<file path="src/rtl/tqv_intercal_alu_host.sv">
// TinyQV peripheral-port initiator for the INTERCAL ALU: writes A and B,
// reads the selected result, returns it (or a timeout error) to the caller.
module tqv_intercal_alu_host #(
    parameter int unsigned TIMEOUT        = 15,
    parameter bit          SKIP_REDUNDANT = 1'b1
) (
    input  logic        clk,
    input  logic        rst_n,
    input  logic        cmd_valid,
    output logic        cmd_ready,
    input  logic [3:0]  cmd_op,
    input  logic [31:0] cmd_a,
    input  logic [31:0] cmd_b,
    output logic        rsp_valid,
    input  logic        rsp_ready,
    output logic [31:0] rsp_data,
    output logic        rsp_err,
    output logic [5:0]  address,
    output logic [31:0] data_out,
    output logic [1:0]  data_write_n,
    output logic [1:0]  data_read_n,
    input  logic [31:0] data_in,
    input  logic        data_ready
);

    typedef enum logic [2:0] {
        IDLE, SETUP, WR_A, WR_B, RD, RESP
    } state_t;

    state_t      state_q, state_d;
    logic [3:0]  op_q, op_d;
    logic [31:0] a_q, a_d, b_q, b_d;
    logic [31:0] sha_q, sha_d, shb_q, shb_d;
    logic        va_q, va_d, vb_q, vb_d;
    logic [7:0]  cnt_q, cnt_d;
    logic [31:0] rdata_q, rdata_d;
    logic        rerr_q, rerr_d;
    logic [5:0]  addr_q, addr_d;
    logic [31:0] dout_q, dout_d;
    logic [1:0]  wn_q, wn_d, rn_q, rn_d;

    logic skip_a, skip_b;
    logic go_wa, go_wb, go_rd, go_idle;

    assign skip_a = SKIP_REDUNDANT && va_q && (sha_q == a_q);
    assign skip_b = SKIP_REDUNDANT && vb_q && (shb_q == b_q);

    always_comb begin
        state_d = state_q;
        op_d    = op_q;
        a_d     = a_q;
        b_d     = b_q;
        sha_d   = sha_q;
        shb_d   = shb_q;
        va_d    = va_q;
        vb_d    = vb_q;
        cnt_d   = cnt_q;
        rdata_d = rdata_q;
        rerr_d  = rerr_q;
        addr_d  = addr_q;
        dout_d  = dout_q;
        wn_d    = wn_q;
        rn_d    = rn_q;
        go_wa   = 1'b0;
        go_wb   = 1'b0;
        go_rd   = 1'b0;
        go_idle = 1'b0;

        unique case (state_q)
            IDLE: begin
                if (cmd_valid) begin
                    op_d    = cmd_op;
                    a_d     = cmd_a;
                    b_d     = cmd_b;
                    state_d = SETUP;
                end
            end
            SETUP: begin
                if (!skip_a) begin
                    go_wa = 1'b1;
                end else if (!skip_b) begin
                    go_wb = 1'b1;
                end else begin
                    go_rd = 1'b1;
                end
            end
            WR_A: begin
                sha_d = a_q;
                va_d  = 1'b1;
                if (!skip_b) begin
                    go_wb = 1'b1;
                end else begin
                    go_rd = 1'b1;
                end
            end
            WR_B: begin
                shb_d = b_q;
                vb_d  = 1'b1;
                go_rd = 1'b1;
            end
            RD: begin
                // a strobe on the expiry edge still counts as success
                if (data_ready) begin
                    rdata_d = data_in;
                    rerr_d  = 1'b0;
                    go_idle = 1'b1;
                    state_d = RESP;
                end else if (cnt_q == 8'(TIMEOUT - 1)) begin
                    rdata_d = 32'h0;
                    rerr_d  = 1'b1;
                    go_idle = 1'b1;
                    state_d = RESP;
                end else begin
                    cnt_d = cnt_q + 8'd1;
                end
            end
            RESP: begin
                if (rsp_ready) begin
                    state_d = IDLE;
                end
            end
            default: begin
                state_d = IDLE;
                go_idle = 1'b1;
            end
        endcase

        unique case (1'b1)
            go_wa: begin
                addr_d  = 6'h00;
                dout_d  = a_q;
                wn_d    = 2'b10;
                rn_d    = 2'b11;
                state_d = WR_A;
            end
            go_wb: begin
                addr_d  = 6'h04;
                dout_d  = b_q;
                wn_d    = 2'b10;
                rn_d    = 2'b11;
                state_d = WR_B;
            end
            go_rd: begin
                addr_d  = {op_q, 2'b00};
                wn_d    = 2'b11;
                rn_d    = 2'b10;
                cnt_d   = 8'd0;
                state_d = RD;
            end
            go_idle: begin
                wn_d = 2'b11;
                rn_d = 2'b11;
            end
            default: ;
        endcase
    end

    always_ff @(posedge clk or negedge rst_n) begin
        if (!rst_n) begin
            state_q <= IDLE;
            op_q    <= 4'h0;
            a_q     <= 32'h0;
            b_q     <= 32'h0;
            sha_q   <= 32'h0;
            shb_q   <= 32'h0;
            va_q    <= 1'b0;
            vb_q    <= 1'b0;
            cnt_q   <= 8'd0;
            rdata_q <= 32'h0;
            rerr_q  <= 1'b0;
            addr_q  <= 6'h00;
            dout_q  <= 32'h0;
            wn_q    <= 2'b11;
            rn_q    <= 2'b11;
        end else begin
            state_q <= state_d;
            op_q    <= op_d;
            a_q     <= a_d;
            b_q     <= b_d;
            sha_q   <= sha_d;
            shb_q   <= shb_d;
            va_q    <= va_d;
            vb_q    <= vb_d;
            cnt_q   <= cnt_d;
            rdata_q <= rdata_d;
            rerr_q  <= rerr_d;
            addr_q  <= addr_d;
            dout_q  <= dout_d;
            wn_q    <= wn_d;
            rn_q    <= rn_d;
        end
    end

    assign cmd_ready    = (state_q == IDLE);
    assign rsp_valid    = (state_q == RESP);
    assign rsp_data     = rdata_q;
    assign rsp_err      = rerr_q;
    assign address      = addr_q;
    assign data_out     = dout_q;
    assign data_write_n = wn_q;
    assign data_read_n  = rn_q;

endmodule
</file>
<file path="config.mk">
export PLATFORM = sky130hd
export DESIGN_NAME = tqv_intercal_alu_host
export DESIGN_NICKNAME = d
export VERILOG_FILES = /design/src/rtl/tqv_intercal_alu_host.sv
export SDC_FILE = /design/constraint.sdc
export NUM_CORES = 1
export LEC_CHECK = 0
export ABC_AREA = 0
export BUFFER_PORTS_ARGS = -buffer_cell sky130_fd_sc_hd__buf_2
export CAP_MARGIN = 20
export CORE_ASPECT_RATIO = 1.2
export CORE_MARGIN = 2
export CORE_UTILIZATION = 50
export DETAILED_ROUTE_END_ITERATION = 8
export GPL_ROUTABILITY_DRIVEN = 0
export GPL_TIMING_DRIVEN = 0
export PLACE_DENSITY = 0.76
export REMOVE_ABC_BUFFERS = 1
export SETUP_SLACK_MARGIN = 0.5
export SYNTH_ARGS = -nofsm -noshare
export SYNTH_HDL_FRONTEND = slang
export SYNTH_SLANG_ARGS = --single-unit
</file>
<file path="constraint.sdc">
create_clock -name clk -period 2.45 [get_ports clk]
set_clock_uncertainty 0.2 [all_clocks]
set_input_delay 0.49 -clock clk [delete_from_list [all_inputs] [get_ports clk]]
set_output_delay 0.49 -clock clk [all_outputs]
set_load 0.01 [all_outputs]
</file>
Word-level counts from Yosys, hierarchy flattened --
Index checks and enable logic that the tools add are counted.
Cells by class: eq/ne operators 14, multiplexer cells 29, multiply operators 0, div/mod/pow operators 0, bitwise operators 0, reduce and logical (&&, ||, !) cells 18, order comparisons 0, $add $sub $neg 1, shifts and indexed selects 0
Operators with widths (count):
- 32-bit equality test | 2
- 32-bit two-way mux | 2
- 32-bit one-hot mux with 2 select lines | 1
- 8-bit two-way mux | 4
- 6-bit one-hot mux with 3 select lines | 1
- 3-bit two-way mux | 4
- 3-bit one-hot mux with 4 select lines | 1
- 1-bit two-way mux | 10
- 2-bit nonzero test | 5
- 3-bit one-hot mux with 3 select lines | 1
- 8-bit by 1-bit adder with 8-bit output (second input constant) | 1
- 8-bit by 4-bit equality test with 1-bit output (second input constant) | 1
- 2-bit one-hot mux with 2 select lines | 2
- 3-bit by 2-bit equality test with 1-bit output (second input constant) | 2
- 3-bit equality test (second input constant) | 2
- 6-bit != test (second input constant) | 1
- 3-bit OR reduction | 2
- 5-bit by 1-bit != test with 1-bit output (second input constant) | 1
- 5-bit by 2-bit != test with 1-bit output (second input constant) | 1
- 5-bit OR reduction | 1
- 4-bit by 1-bit != test with 1-bit output (second input constant) | 1
- 1-bit one-hot mux with 2 select lines | 2
- 2-bit AND reduction | 2
- 4-bit AND reduction | 1
- 9 further kinds | 11
Word-level totals: bits in writable memories 0, bits of input ports 105, logic and storage cells 77, latch bits 0, memories 0, flip-flop bits (word level) 220, output and inout port bits 77, ROM bits 0

Logic depth before layout (Yosys ltp) --
Gate-level depths: netlist of the first run.
depth after elaboration 7, gate-level depth with buffers 8, depth with buffers taken out 8

Least setup slack after synthesis of the first run --
OpenSTA, ideal clock, no wires.
path type register to register, start point register state_q[1], end point register a_q[20], clock period less this slack 2.589 ns, buffers on the path 4, library setup time 0.125 ns, arrival 2.264 ns, stages on the path, launching flop included 8, path slack -0.139 ns, required time 2.125 ns, cells stage by stage dfrtp_1 clkbuf_1 nor3_1 and2_1 clkbuf_1 clkbuf_1 buf_1 mux2_2
On the way: longest elaborated chain between the ends 2
Ends and longest elaborated chain:
- from (decl) | RTL line 30 | state_t state_q, state_d;
- from (signal assigned) | RTL line 176 | state_q <= state_d;
- 3-bit zero test
- named net cmd_ready | RTL line 10 | output logic cmd_ready,
- 2-bit AND reduction (no line)
- to (signal assigned) | RTL line 162 | a_q <= 32'h0;
- to (signal assigned) | RTL line 178 | a_q <= a_d;
- to (decl) | RTL line 32 | logic [31:0] a_q, a_d, b_q, b_d;
The timed path passes the listed nets, and every way through them passes these cells. A chain may end at the register's enable or synchronous reset.

Worst setup path in the final report of the first run --
start point register sha_q[17], end point register dout_q[30] (netlist: data_out[30])
On the way: longest elaborated chain between the ends 5, elaborated cells on any way between the ends 8, those cells by class eq/ne (1); mux (5); reduce/logical (2)
Ends and longest elaborated chain:
- from (decl) | RTL line 33 | logic [31:0] sha_q, sha_d, shb_q, shb_d;
- from (signal assigned) | RTL line 164 | sha_q <= 32'h0;
- from (signal assigned) | RTL line 180 | sha_q <= sha_d;
- 32-bit equality test * | RTL line 45 | assign skip_a = SKIP_REDUNDANT && va_q && (sha_q == a_q);
- 1-bit logical AND * | RTL line 45
- 1-bit two-way mux | RTL line 79 | if (!skip_a) begin
- 1-bit one-hot mux with 2 select lines or 1-bit two-way mux (tied branches) | RTL line 69 | unique case (state_q)
- 32-bit one-hot mux with 2 select lines or 2-bit nonzero test (tied branches)
- to (signal assigned) | RTL line 188 | dout_q <= dout_d;
- to (decl) | RTL line 39 | logic [31:0] dout_q, dout_d;
Every way passes the cells marked *; elsewhere a longest branch is shown, timed or not.

==> flow_summary.ini, run 1 <==
[sta]
tns_ps = -14520
rsz0062_at_grt = true
min_period_ps = 2870
slew_viol_final = 0
worst_slack_ps = -417
fmax_ghz = 0.349
tightest_slew_ps = 1140
setup_viol = 48
hold_viol = 0
fin_crit_sh_pct = 117
max_slew_margin_pct = 24.1

[pwr]
swShare_pct = 34.6
combPwrFrac_pct = 46.3
leakage_nw = 6.44
cellPowerDensity_mw_per_mm2 = 1480
clockPowerShare_pct = 17.9
power_mw = 19.3
seq_power_share_pct = 35.8
max-vdd-ir-drop_uv = 716
power.switching_mw = 6.68
p_int_mw = 12.6

[setup_path]
crit_end = data_out[30]$_DFFE_PN0P_
cp.arrival_ps = 3100
reg2reg_to = data_out[30]$_DFFE_PN0P_
startpoint_type = flop
worstPathRequired_ps = 2680
crit_path_max_fanout = 11
end_kind = flop
worst_r2r_path_depth = 9
criticalPathCategory = flop to flop
worst-r2r-setup-slack_ps = -420
reg2reg_from = sha_q[17]$_DFFE_PN0N_
crit_start = sha_q[17]$_DFFE_PN0N_

[logic_synthesis]
yosysTopAreaCell = dfrtp_1
netlist_area_sq_mm = 0.00911
synth.most_common_cell = dfrtp_1
yosys-top-cells-count = 214 x dfrtp_1, 132 x mux2_2, 68 x xor2_1, 35 x a22o_1, 34 x and3_1
ys_seq_area_share_pct = 59.4
yosys_warnings = 0
synth_area_per_cell_sq_um = 13.9
yosysUniqueCellTypes = 44
synth_edf_count = 0
synthArstFlopShare_pct = 100
yosys-top-cells-area = dfrtp_1 59%, mux2_2 16%, xor2_1 6.5%, a221o_1 3.6%, a22o_1 3.4%
netlist_instances = 653
ys_ff_latch = 216
synth_flop_cell = dfrtp_1
synth.top_cell.area_share_pct = 58.8

[cts]
cts-root-buf = clkbuf_16
cts_tree = done
cts_buffer_depth = 3
htreeDepth = 1
path_clk_slew_ps = 70
cts_sinks = 216
clkLatencyLatePin_ps = 510
cts_made_buffers = 22

[route]
drt_iter0_drc = 448
drtPass1Iterations = 5
vias = 6782
drc_errors = 0
ant_nets = 0
vias_per_cell = 5.88
routedWlPerCell_microns = 23.6
wl_microns = 27200

[die]
start_util_pct = 50.5
rows = 54
dieArea_sq_mm = 0.0193
ios = 182
coreArea_sq_mm = 0.0180
die-height_microns = 152
die_w_microns = 127

[outcome]
status = finished with violations
failed_checks = negative setup slack

[global_routing]
grt_pass1_wl_microns = 38700
grt_max_degree = 113
grt-ovfl-total = 0
antenna_found_initial = 2
grt_pass1_vias = 6795
grt_use_total_pct = 25.3

[placement]
place_ws_ps = -923
dp_hpwl_microns = 12700
portBuffers = 177
place_inst = 1021

[hold_path]
hold_start = cmd_b[31]
hp-class = primary input to flop

[flow_run]
cap_violations = 0

[layout]
area.growth.synth_to_final_pct = 43.6
fin_util_pct = 72.5
fin_nets = 1019
drive_above_1_share_pct = 53.7
post_layout_nonfiller_instances = 1154
layout by cell type, fill, tap and decap left out, drive strengths merged, types with 5 or more instances in the layout:
cell      n
nand2     7
clkinv    6
a221o    33
clkbuf   41
mux2    132
nor2     11
nor4     14
a22o     35
nor3      6
and3     34
o32a      5
inv       6
or2      10
buf     252
dfrtp   214
nand3     6
xor2     68
logic make-up after synthesis:
| kind of cell | Yosys count | share of synthesized area (%) |
|---|---|---|
| buffers and inverters | 49 | 2.56 |
| AOI/OAI and AO/OA | 82 | 8.19 |
| other | 2 | 0.0825 |
| and+or+nand+nor | 99 | 6.37 |
| muxes | 132 | 16.3 |
| DFF | 216 | 59.4 |
| xor gates and xnor gates | 71 | 6.83 |
| adders and majority gates | 2 | 0.275 |
layer usage:
layer,wire length [microns],track usage [%],up-vias,share of wire [%]
met2,13000,40.8,318,48
met5,0,0,-,0
li1,-,-,2941,-
met3,1840,4.23,59,6.8
met1,11600,35.5,3464,43
met4,742,7.48,0,2.7
worst max-delay path, stage by stage, from the launching register on:
cell and delay, ps:
dfrtp_1 410, xor2_1 190, nor4_2 450, nand3_2 190, o41a_1 480, buf_4 200, nor3_4 210, buf_8 170
buf_12 140, a221o_1 150
final cells by class:
cell class	count	area, sq um
repair buffers	264	2180
clock inverters	9	78.8
flip-flops and latches	216	5420
fillers	1105	4960
well taps	224	280
clock buffers	31	676
multi-input cells	402	4420
diodes	2	5.00
inverters	6	22.5
state kept, by name, indices dropped and copies added (netlist names):
| register | flops |
|---|---|
| a_q | 32 |
| address | 4 |
| b_q | 32 |
| cnt_q | 8 |
| data_out | 32 |
| data_read_n | 1 |
| data_write_n | 1 |
| op_q | 4 |
| rsp_data | 32 |
| rsp_err | 1 |
| sha_q | 32 |
| shb_q | 32 |
| state_q | 3 |
| va_q | 1 |
| vb_q | 1 |
stage by stage:
stage                     hold slack, ps  area, sq um
after CTS                          0.809        12300
after detailed placement             255        10300
after global placement               249        10100
after floorplan                    -5.59         8900
after global routing                4.98        13100
final                               12.0        13100
worst min path at each step:
stage                         endpoint  slack [ps]  cells after the start
3_5_place_dp          va_q$_DFFE_PN0N_         250                      1
4_1_cts             b_q[3]$_DFFE_PN0P_         0.8                      2
5_1_grt        rsp_data[4]$_DFFE_PN0P_           5                      2
2_1_floorplan       a_q[0]$_DFFE_PN0P_          -6                      0
3_3_place_gp          vb_q$_DFFE_PN0N_         250                      1
6_report           b_q[31]$_DFFE_PN0P_          10                      2
timing repair:
item / in CTS / in global routing
hold buffers: 2 / 0
endpoints found under the setup margin: 206 / 327
endpoints found under the hold margin: 105 / 0
gates resized for setup: 142 / 94
pin swaps: 25 / 40
buffers inserted: 42 / 18
cloned: 13 / 16
power groups by stage:
stage	Sequential [mW]	Clock [mW]	Combinational, mW
2_1_floorplan	6.74	0	3.69
3_3_place_gp	6.71	0	5.45
3_5_place_dp	6.80	0	5.65
4_1_cts	6.76	3.49	7.52
5_1_grt	7.12	3.63	9.45
6_report	6.90	3.46	8.95
Power figures use the tool's default switching activity.
==> inputs of run 2 (changes only) <==
--- a/config.mk
+++ b/config.mk
@@ -11,12 +11,14 @@
 export CORE_ASPECT_RATIO = 1.2
 export CORE_MARGIN = 2
 export CORE_UTILIZATION = 50
+export CTS_BUF_LIST = sky130_fd_sc_hd__clkbuf_16
 export DETAILED_ROUTE_END_ITERATION = 8
 export GPL_ROUTABILITY_DRIVEN = 0
 export GPL_TIMING_DRIVEN = 0
 export PLACE_DENSITY = 0.76
 export REMOVE_ABC_BUFFERS = 1
 export SETUP_SLACK_MARGIN = 0.5
+export SKIP_CTS_REPAIR_TIMING = 1
 export SYNTH_ARGS = -nofsm -noshare
 export SYNTH_HDL_FRONTEND = slang
 export SYNTH_SLANG_ARGS = --single-unit
==> run 2 against run 1 <==
  * The flow finishes with violations (negative hold slack, negative setup slack)
  * Die area stayed put
  * Total power is 7.9% lower
  * Sequential power is 2% lower
  * Hold slack worse by 190 ps
  * Non-clock buffer count is 31 lower
  * First-iteration DRC count is 19% lower
  * Count of clock-buffer cells in the layout is 8 lower
  * Sequential share of layout area is 2.7 points higher
  * Core utilization is 4.4 points lower
==> flow_summary.ini, run 2 (synthesis gave the netlist of run 1 again) <==
[die]
dieArea_sq_mm = 0.0193
ios = 182
rows = 54
die-height_microns = 152
start_util_pct = 50.5
die_w_microns = 127
coreArea_sq_mm = 0.0180

[setup_path]
crit_chain = xor2_1 > nor4_1 > nand3_2 > o41a_1 > o32a_4 > a221o_1
worst-r2r-setup-slack_ps = -470
end_kind = flop
reg2reg_to = data_out[3]$_DFFE_PN0P_
startpoint_type = flop
worstPathRequired_ps = 2630
crit_start = a_q[13]$_DFFE_PN0P_
worstSetupPathDepth = 6
worst_r2r_path_depth = 6
slowest_stage = o41a_1
max_stage_delay_ps = 590
crit_path_max_fanout = 17
crit_buf_inv = 0
cp.arrival_ps = 3100
crit_family = compound AO/OA/AOI/OAI gates
criticalPathCategory = flop to flop
reg2reg_from = a_q[13]$_DFFE_PN0P_
crit_end = data_out[3]$_DFFE_PN0P_

[placement]
place_ws_ps = -923
portBuffers = 177
dp_hpwl_microns = 12700
place_inst = 1021

[cts]
clkLatencyLatePin_ps = 500
cts_sinks = 216
path_clk_slew_ps = 70
cts_made_buffers = 22
cts_buffer_depth = 3
htreeDepth = 1
cts_tree = done
cts-root-buf = clkbuf_16

[layout]
final_common_cell = dfrtp_1
fill_cells = 1248
fin_util_pct = 68.1
area.growth.synth_to_final_pct = 34.9
multi_input_area_sq_mm = 0.00424
post_layout_nonfiller_instances = 1122
fin_nets = 988
seq_area_sq_mm = 0.00542
final_cell_mix = 210 x dfrtp_1, 175 x buf_2, 87 x mux2_4, 67 x xor2_1, 45 x mux2_2
drive_above_1_share_pct = 50.9

[flow_run]
cap_violations = 0

[sta]
hold_viol = 104
min_period_ps = 2920
timing.hold.ws_ps = -181
fmax_ghz = 0.342
fin_crit_sh_pct = 119
setup_viol = 37
tightest_slew_ps = 1070
worst_slack_ps = -473
rsz0062_at_grt = true
slew_viol_final = 0
max_slew_margin_pct = 28.3

[outcome]
status = finished with violations
failed_checks = negative hold slack, negative setup slack

[pwr]
leakage_nw = 5.97
max-vdd-ir-drop_uv = 735
cellPowerDensity_mw_per_mm2 = 1450

[global_routing]
grt_pass1_wl_microns = 32300
grt-ovfl-total = 0
grt_max_degree = 113
grt_pass1_vias = 6062
antenna_found_initial = 1
grt_use_total_pct = 20.5

[route]
wl_microns = 24800
highest_layer = met4
drc_errors = 0
vias_per_cell = 5.76
wl_met1_microns = 10600
ant_nets = 0
drtPass1Iterations = 4
wl_met2_microns = 12000
drt_iter0_drc = 364
vias = 6461
routedWlPerCell_microns = 22.1
met3_length_microns = 1630

[hold_path]
hp-class = primary input to async pin
## run 2: changes by cell type in the layout (fill, tap and decap cells not counted), sizes merged
cell	previous run	this run
buf	252	227
clkbuf	41	29
and2	2	3
o32a	5	4
inv	6	7
dlygate4sd3	2	0
diode	2	1
clkinv	6	13
## run 2: per-layer routing
metal / global-route usage [%] / vias up
met5: 0 / -
met3: 3.73 / 41
met1: 28.8 / 3307
met2: 33.7 / 239
li1: - / 2874
met4: 4.24 / 0
## run 2: how the worst min path moves through the flow
stage,from,to,depth (start not counted)
after global placement,vb_q$_DFFE_PN0N_,vb_q$_DFFE_PN0N_,1
final,rst_n,address[4]$_DFFE_PN0P_,1
after detailed placement,va_q$_DFFE_PN0N_,va_q$_DFFE_PN0N_,1
after CTS,rst_n,cnt_q[5]$_DFFE_PN0P_,1
after floorplan,rst_n,a_q[0]$_DFFE_PN0P_,0
after global routing,rst_n,address[4]$_DFFE_PN0P_,1
## run 2: cell type report
cell class,instances,share of cell area [%]
well taps,224,2.28
inverters,6,0.183
flip-flops and latches,216,44.1
clock inverters,17,0.886
diodes,1,0.0204
clock buffers,23,4.68
multi-input cells,402,34.5
repair buffers,233,13.4
## run 2: worst reg2reg max path, cell delays in order, from the launching register on
cell     delay, ps
dfrtp_1        420
xor2_1         190
nor4_1         360
nand3_2        190
o41a_1         590
o32a_4         510
a221o_1        340
## run 2: stage by stage
step           TNS, ps  cell area, sq um  total power [mW]  hold slack [ps]
3_5_place_dp    -34600             10300              12.5              255
3_3_place_gp   -983000             10100              12.2              249
2_1_floorplan  -121390              8900              10.4            -5.59
4_1_cts         -35470             10900              15.7             -140
6_report        -15590             12300              17.8             -181
5_1_grt         -18430             12300              18.8             -107
## run 2: power by group
group          total, mW  switching (mW)  internal, mW
logic               7.80            3.37          4.43
registers           6.79            1.43          5.36
clock network       3.20            1.39          1.81
total               17.8            6.19          11.6
